==> config.mk <==
export PLATFORM = sky130hd
export DESIGN_NAME = fir_engine
export DESIGN_NICKNAME = d
export VERILOG_FILES = /design/src/rtl/fir_package.sv /design/src/rtl/fir_engine_mult.sv /design/src/rtl/fir_engine.sv
export SDC_FILE = /design/constraint.sdc
export NUM_CORES = 2
export LEC_CHECK = 0
export CORE_MARGIN = 2
export CORE_UTILIZATION = 65
export CTS_CLUSTER_SIZE = 8
export DETAILED_ROUTE_END_ITERATION = 6
export PLACE_DENSITY_LB_ADDON = 0.3
export SETUP_SLACK_MARGIN = 0.3
export SYNTH_ARGS = -nofsm -noshare
export SYNTH_HDL_FRONTEND = slang
export SYNTH_SLANG_ARGS = --single-unit
export TNS_END_PERCENT = 10
==> constraint.sdc <==
create_clock -name clk_i -period 11.8 [get_ports clk_i]
set_input_delay 2.95 -clock clk_i [delete_from_list [all_inputs] [get_ports clk_i]]
set_output_delay 2.95 -clock clk_i [all_outputs]
set_load 0.02 [all_outputs]
==> src/rtl/fir_package.sv <==
// Shared types and constants for the FIR engine and its control FSM.
// Control and flag bundles are packed structs so they travel as single ports.
package fir_package;

    localparam int FIR_CNT_LEN    = 11;
    localparam int FIR_DATA_WIDTH = 32;
    localparam int FIR_ACC_WIDTH  = 64;

    typedef struct packed {
        logic                   clear;
        logic                   enable;
        logic                   simple_mul;
        logic                   start;
        logic [4:0]             shift;
        logic [FIR_CNT_LEN-1:0] len;
    } ctrl_engine_t;

    typedef struct packed {
        logic [FIR_CNT_LEN-1:0] cnt;
        logic                   acc_valid;
    } flags_engine_t;

endpackage

==> src/rtl/fir_engine_mult.sv <==
// Registered signed multiplier stage carrying valid/first/last/bias sideband.
// Latency: 1 cycle from in_vld to out_vld.
// Backpressure: stall freezes every register; rst drops the in-flight element.
module fir_engine_mult #(
    parameter int DATA_WIDTH = 32,
    parameter int ACC_WIDTH  = 64
) (
    input  logic                        clk,
    input  logic                        rst,
    input  logic                        stall,
    input  logic                        in_vld,
    input  logic [DATA_WIDTH-1:0]       a_dat,
    input  logic [DATA_WIDTH-1:0]       b_dat,
    input  logic [DATA_WIDTH-1:0]       c_dat,
    input  logic                        first,
    input  logic                        last,
    output logic                        out_vld,
    output logic signed [ACC_WIDTH-1:0] prod_dat,
    output logic [DATA_WIDTH-1:0]       out_c_dat,
    output logic                        out_first,
    output logic                        out_last
);

    logic signed [ACC_WIDTH-1:0] a_ext;
    logic signed [ACC_WIDTH-1:0] b_ext;

    assign a_ext = {{(ACC_WIDTH-DATA_WIDTH){a_dat[DATA_WIDTH-1]}}, a_dat};
    assign b_ext = {{(ACC_WIDTH-DATA_WIDTH){b_dat[DATA_WIDTH-1]}}, b_dat};

    always_ff @(posedge clk) begin
        if (rst) begin
            out_vld   <= 1'b0;
            prod_dat  <= '0;
            out_c_dat <= '0;
            out_first <= 1'b0;
            out_last  <= 1'b0;
        end else if (!stall) begin
            out_vld <= in_vld;
            if (in_vld) begin
                prod_dat  <= a_ext * b_ext;
                out_c_dat <= c_dat;
                out_first <= first;
                out_last  <= last;
            end
        end
    end

endmodule

==> src/rtl/fir_engine.sv <==
// Streaming MAC: joins a/b/c, multiplies, accumulates groups of len and emits shifted sum plus bias.
// Latency: 2 cycles from the accepting cycle of a group's last element to d_valid_o.
// Backpressure: d_valid_o & ~d_ready_i freezes both stages and drops all input readies.
module fir_engine
    import fir_package::*;
#(
    parameter int DATA_WIDTH = FIR_DATA_WIDTH,
    parameter int ACC_WIDTH  = FIR_ACC_WIDTH
) (
    input  logic                  clk_i,
    input  logic                  rst_i,
    input  ctrl_engine_t          ctrl_i,
    output flags_engine_t         flags_o,
    input  logic [DATA_WIDTH-1:0] a_data_i,
    input  logic                  a_valid_i,
    output logic                  a_ready_o,
    input  logic [DATA_WIDTH-1:0] b_data_i,
    input  logic                  b_valid_i,
    output logic                  b_ready_o,
    input  logic [DATA_WIDTH-1:0] c_data_i,
    input  logic                  c_valid_i,
    output logic                  c_ready_o,
    output logic [DATA_WIDTH-1:0] d_data_o,
    output logic                  d_valid_o,
    input  logic                  d_ready_i
);

    logic                   flush;
    logic [FIR_CNT_LEN-1:0] len_q;
    logic [FIR_CNT_LEN-1:0] cnt_q;
    logic [4:0]             shift_q;
    logic                   simple_mul_q;
    logic                   acc_valid_q;
    logic                   cnt_last;
    logic                   need_c;
    logic                   stall;
    logic                   fire;

    logic                        s1_vld;
    logic signed [ACC_WIDTH-1:0] s1_prod;
    logic [DATA_WIDTH-1:0]       s1_c;
    logic                        s1_first;
    logic                        s1_last;

    logic signed [ACC_WIDTH-1:0] acc_q;
    logic signed [ACC_WIDTH-1:0] acc_sum;
    logic signed [ACC_WIDTH-1:0] acc_shift;
    logic [DATA_WIDTH-1:0]       d_next;

    // A clear cycle must not consume input, since everything it would feed is being wiped.
    assign flush    = rst_i | ctrl_i.clear;
    assign cnt_last = (cnt_q == len_q - FIR_CNT_LEN'(1));
    assign need_c   = simple_mul_q | cnt_last;
    assign stall    = d_valid_o & ~d_ready_i;
    assign fire     = ctrl_i.enable & ~ctrl_i.start & ~ctrl_i.clear & ~stall
                    & a_valid_i & b_valid_i & (c_valid_i | ~need_c);

    assign a_ready_o = fire;
    assign b_ready_o = fire;
    assign c_ready_o = fire & need_c;

    assign flags_o.cnt       = cnt_q;
    assign flags_o.acc_valid = acc_valid_q;

    always_ff @(posedge clk_i) begin
        if (flush) begin
            len_q        <= '0;
            shift_q      <= '0;
            simple_mul_q <= 1'b0;
            cnt_q        <= '0;
        end else if (ctrl_i.start) begin
            len_q        <= (ctrl_i.len == '0) ? FIR_CNT_LEN'(1) : ctrl_i.len;
            shift_q      <= ctrl_i.shift;
            simple_mul_q <= ctrl_i.simple_mul;
            cnt_q        <= '0;
        end else if (fire) begin
            cnt_q <= cnt_last ? '0 : cnt_q + FIR_CNT_LEN'(1);
        end
    end

    fir_engine_mult #(
        .DATA_WIDTH (DATA_WIDTH),
        .ACC_WIDTH  (ACC_WIDTH)
    ) u_mult (
        .clk       (clk_i),
        .rst       (flush),
        .stall     (stall),
        .in_vld    (fire),
        .a_dat     (a_data_i),
        .b_dat     (b_data_i),
        .c_dat     (c_data_i),
        .first     (simple_mul_q | (cnt_q == '0)),
        .last      (need_c),
        .out_vld   (s1_vld),
        .prod_dat  (s1_prod),
        .out_c_dat (s1_c),
        .out_first (s1_first),
        .out_last  (s1_last)
    );

    assign acc_sum   = s1_first ? s1_prod : acc_q + s1_prod;
    assign acc_shift = acc_sum >>> shift_q;
    assign d_next    = acc_shift[DATA_WIDTH-1:0] + s1_c;

    // Start only zeroes acc; an element retiring in the same cycle overrides it via its first flag.
    always_ff @(posedge clk_i) begin
        if (flush) begin
            acc_q       <= '0;
            d_data_o    <= '0;
            d_valid_o   <= 1'b0;
            acc_valid_q <= 1'b0;
        end else begin
            if (ctrl_i.start) begin
                acc_q <= '0;
            end
            if (!stall) begin
                d_valid_o   <= s1_vld & s1_last;
                acc_valid_q <= s1_vld & s1_last & ~simple_mul_q;
                if (s1_vld) begin
                    acc_q <= acc_sum;
                    if (s1_last) begin
                        d_data_o <= d_next;
                    end
                end
            end
        end
    end

endmodule
==> results.txt <==
After clock tree synthesis, the flow added hold-fix buffers numbering 0. The root buffer cell chosen for the clock tree is sky130_fd_sc_hd__clkbuf_16. The worst hold path belongs to the class flip-flop to flip-flop. The final sum of negative setup slack is 0 ns. The relative area change from synthesis to final layout came out at 6.988%.

The cell count after synthesis came out at 6245. For this design, the sink count on the clock tree is 223. Setup violations remaining at the end of the flow were counted as 0. Buffers placed on the I/O ports in this run total 169. The initial antenna violation count is 5. The H-tree level count came out at 2. The final design area excluding fillers came out at 57280 µm². The total die area came out at 84680 µm². The placer's final routability congestion estimate came out at 1.015. The top cell types in the final layout, fill and taps aside, are sky130_fd_sc_hd__fa_1 (1075), sky130_fd_sc_hd__inv_1 (990), sky130_fd_sc_hd__nand2_1 (885).

In the final routed layout, each cell accounts on average for 20.11 µm. The synthesized flop and latch total came out at 223. The clock tree skew after final layout came out at 0.02184 ns. The number of setup buffers added after CTS is 0. The number of max-slew violations in the final report is 0. The number of endpoints with negative hold slack in the final report was 0.

In the global route stage, overall resource usage came out at 0.3575. The largest fanout of any net on the critical path is 29. The number of DRC markers after the initial detailed-route iteration is 3461. The clock slew at the register clock pins of the worst setup and hold paths is 0.05 ns. The worst-skew pair later-pin latency came out at 0.53 ns. The post-detailed-route via-to-cell ratio is 5.984.

For this run, the number of Yosys warnings is 0. The routed design has 146.4 mm of wire. The worst stage delay on the critical path is 0.98 ns.

The synthesized netlist contains 95 unique library cells. The estimated wirelength of the detail-placed design came out at 119.1 mm. The count of flip-flops with a built-in enable after synthesis came out at 0. The most frequent standard cell in the layout excluding fill and tap cells is sky130_fd_sc_hd__fa_1. The maximum number of pins on one net before global-route repair came out at 94. The critical path start-end classification is input port to flip-flop. The total congestion overflow came out at 0. The run finished with clean final reports. The number of buffers created by CTS is 34.

The buffer levels on the longest clock path is 3. The routed layout has 43540 vias. The net count reported at finish came out at 7673. The most prevalent standard cell on the critical path is sky130_fd_sc_hd__fa_1. TritonCTS built the clock tree. On the critical path, the stage with the largest delay is an instance of sky130_fd_sc_hd__fa_1. The tool flagged a number of max-cap violations equal to 0.

In this run the cell area of the synthesized design comes to 53540 µm². The post-synthesis average cell area came out at 8.573 µm². Counting flops with an async set or reset pin after synthesis yields a share of 0.

The post-route antenna net violation count is 0. The worst setup path is captured at a flip-flop. The I/O pin total is 170. The via count of the first global-routing pass is 46430. The most used flip-flop cell after synthesis is sky130_fd_sc_hd__dfxtp_1. The first-pass GRT wire length came out at 242.9 mm. Data arrives at the worst endpoint at 11.55 ns. The standard cell area after detailed placement is 56300 µm². In this run, post-CTS repair resized a total of 0 instances. The transition time of the tightest slew-check pin is 1.128 ns. The shortest period the worst path allows is 11.15 ns. The ratio of cells with drive above 1 in the final layout came out at 0.04465. Of the available clock period, the critical path in the final layout requires 0.9447. The overall die width is 291.0 µm. In the routed design, unresolved DRC markers number 0.

The length of the first detailed-routing pass in iterations came out at 6. The effective utilization at floorplan came out at 0.6541. The initialized floorplan defines 105 standard-cell rows.

The worst-case headroom to the max-slew limit came out at 0.2373. The vertical die dimension is 291.0 µm. Setup repair after global routing could not meet its margin everywhere.

STA classifies the critical path startpoint as an input port. STA puts the critical path data required time at 12.21 ns. The part of the Yosys area used for sequential elements came out at 0.08339. The highest achievable clock rate is 89.71 MHz. The synthesized net count is 7720. The core region is 81850 µm².
[per-stage QoR]
| step | setup slack [ns] | instances | hold WS (ns) | util |
|---|---|---|---|---|
| 6_report | 0.6524 | 7277 | 0.4529 | 0.6998 |
| 5_1_grt | 0.2716 | 7277 | 0.4696 | 0.6998 |
| 4_1_cts | 0.5900 | 7274 | 0.4575 | 0.6992 |
| 3_5_place_dp | 0.06256 | 7232 | 0.4482 | 0.6879 |
| 3_3_place_gp | 0.2056 | 7232 | 0.4418 | 0.6879 |
| 2_1_floorplan | 1.438 | 6245 | 0.4406 | - |
[synthesized netlist by cell type, types with 8 or more instances]
cell type                  count  share of area
sky130_fd_sc_hd__a211o_1       8         0.0013
sky130_fd_sc_hd__a211oi_1     38         0.0053
sky130_fd_sc_hd__a21o_1       73          0.010
sky130_fd_sc_hd__a21oi_1     369          0.034
sky130_fd_sc_hd__a31oi_1      55         0.0064
sky130_fd_sc_hd__and2_1      536          0.063
sky130_fd_sc_hd__and3_1       23         0.0027
sky130_fd_sc_hd__buf_1        30         0.0021
sky130_fd_sc_hd__buf_2        19         0.0018
sky130_fd_sc_hd__clkbuf_1    325          0.023
sky130_fd_sc_hd__dfxtp_1     223          0.083
sky130_fd_sc_hd__fa_1       1075           0.40
sky130_fd_sc_hd__ha_1        278          0.065
sky130_fd_sc_hd__inv_1       995          0.070
sky130_fd_sc_hd__mux2_2       30         0.0063
sky130_fd_sc_hd__mux2i_1     114          0.021
sky130_fd_sc_hd__mux4_2       25          0.011
sky130_fd_sc_hd__nand2_1     885          0.062
sky130_fd_sc_hd__nand2b_1     36         0.0042
sky130_fd_sc_hd__nand3_1     102         0.0095
sky130_fd_sc_hd__nand4_1      50         0.0058
sky130_fd_sc_hd__nor2_1      290          0.020
sky130_fd_sc_hd__nor2b_1      46         0.0054
sky130_fd_sc_hd__nor3_1       54         0.0050
sky130_fd_sc_hd__nor4_1       13         0.0015
sky130_fd_sc_hd__o211ai_1     12         0.0017
sky130_fd_sc_hd__o21a_1       30         0.0042
sky130_fd_sc_hd__o21ai_0     125          0.012
sky130_fd_sc_hd__o21ai_1      16         0.0015
sky130_fd_sc_hd__o21bai_1     26         0.0036
sky130_fd_sc_hd__o31ai_1      16         0.0022
sky130_fd_sc_hd__or3_1        19         0.0022
sky130_fd_sc_hd__xnor2_1      99          0.016
sky130_fd_sc_hd__xor2_1       59         0.0097
[area by class of cell]
cell class,count,area (µm²)
flip-flops and latches,223,4471
repair buffers,297,2899
clock buffers,38,885.9
diodes,3,7.507
clock inverters,4,38.79
multi-input cells,4645,43890
well taps,1070,1339
inverters,997,3744
fillers,6383,24570
[logic make-up after synthesis]
group / share of synthesized area
adders and majority gates: 0.4670
xor gates and xnor gates: 0.02585
and+or+nand+nor: 0.1875
DFF: 0.08339
AOI/OAI and AO/OA: 0.1005
muxes: 0.03842
buffers and inverters: 0.09736
[metal layers]
layer	share of wire	track usage
met5	0.00023	0
met4	0.045	0.1448
met3	0.073	0.04734
met2	0.49	0.6120
met1	0.39	0.4613
[registers in the layout, indices dropped and copies added, names as in the netlist]
signal,flops
acc_q,63
acc_valid_q,1
cnt_q,11
d_data_o,32
d_valid_o,1
len_q,11
shift_q,5
simple_mul_q,1
u_mult.out_c_dat,32
u_mult.out_first,1
u_mult.out_last,1
u_mult.out_vld,1
u_mult.prod_dat,63
[path summary, 6_finish.rpt]
check	start	end	slack (ns)	cells past startpoint
worst max-delay path	a_data_i[31]	u_mult.prod_dat[62]	0.65	26
worst min-delay path	d_data_o[9]	d_data_o[9]	0.45	2
worst max register to register	u_mult.prod_dat[13]	d_data_o[31]	3.38	27
worst min register to register	d_data_o[9]	d_data_o[9]	0.45	2
[worst max-delay path, delay by kind of cell]
family	cells	cell delay (ns)
xor+xnor	1	0.16
buf+inv	4	1.32
fa+ha+maj	9	4.84
simple gates	3	0.51
compound gates	9	1.76
Power is left out: the tool's default activity adds up to more than one toggle a clock period on the data nets, which glitch-free logic cannot reach.
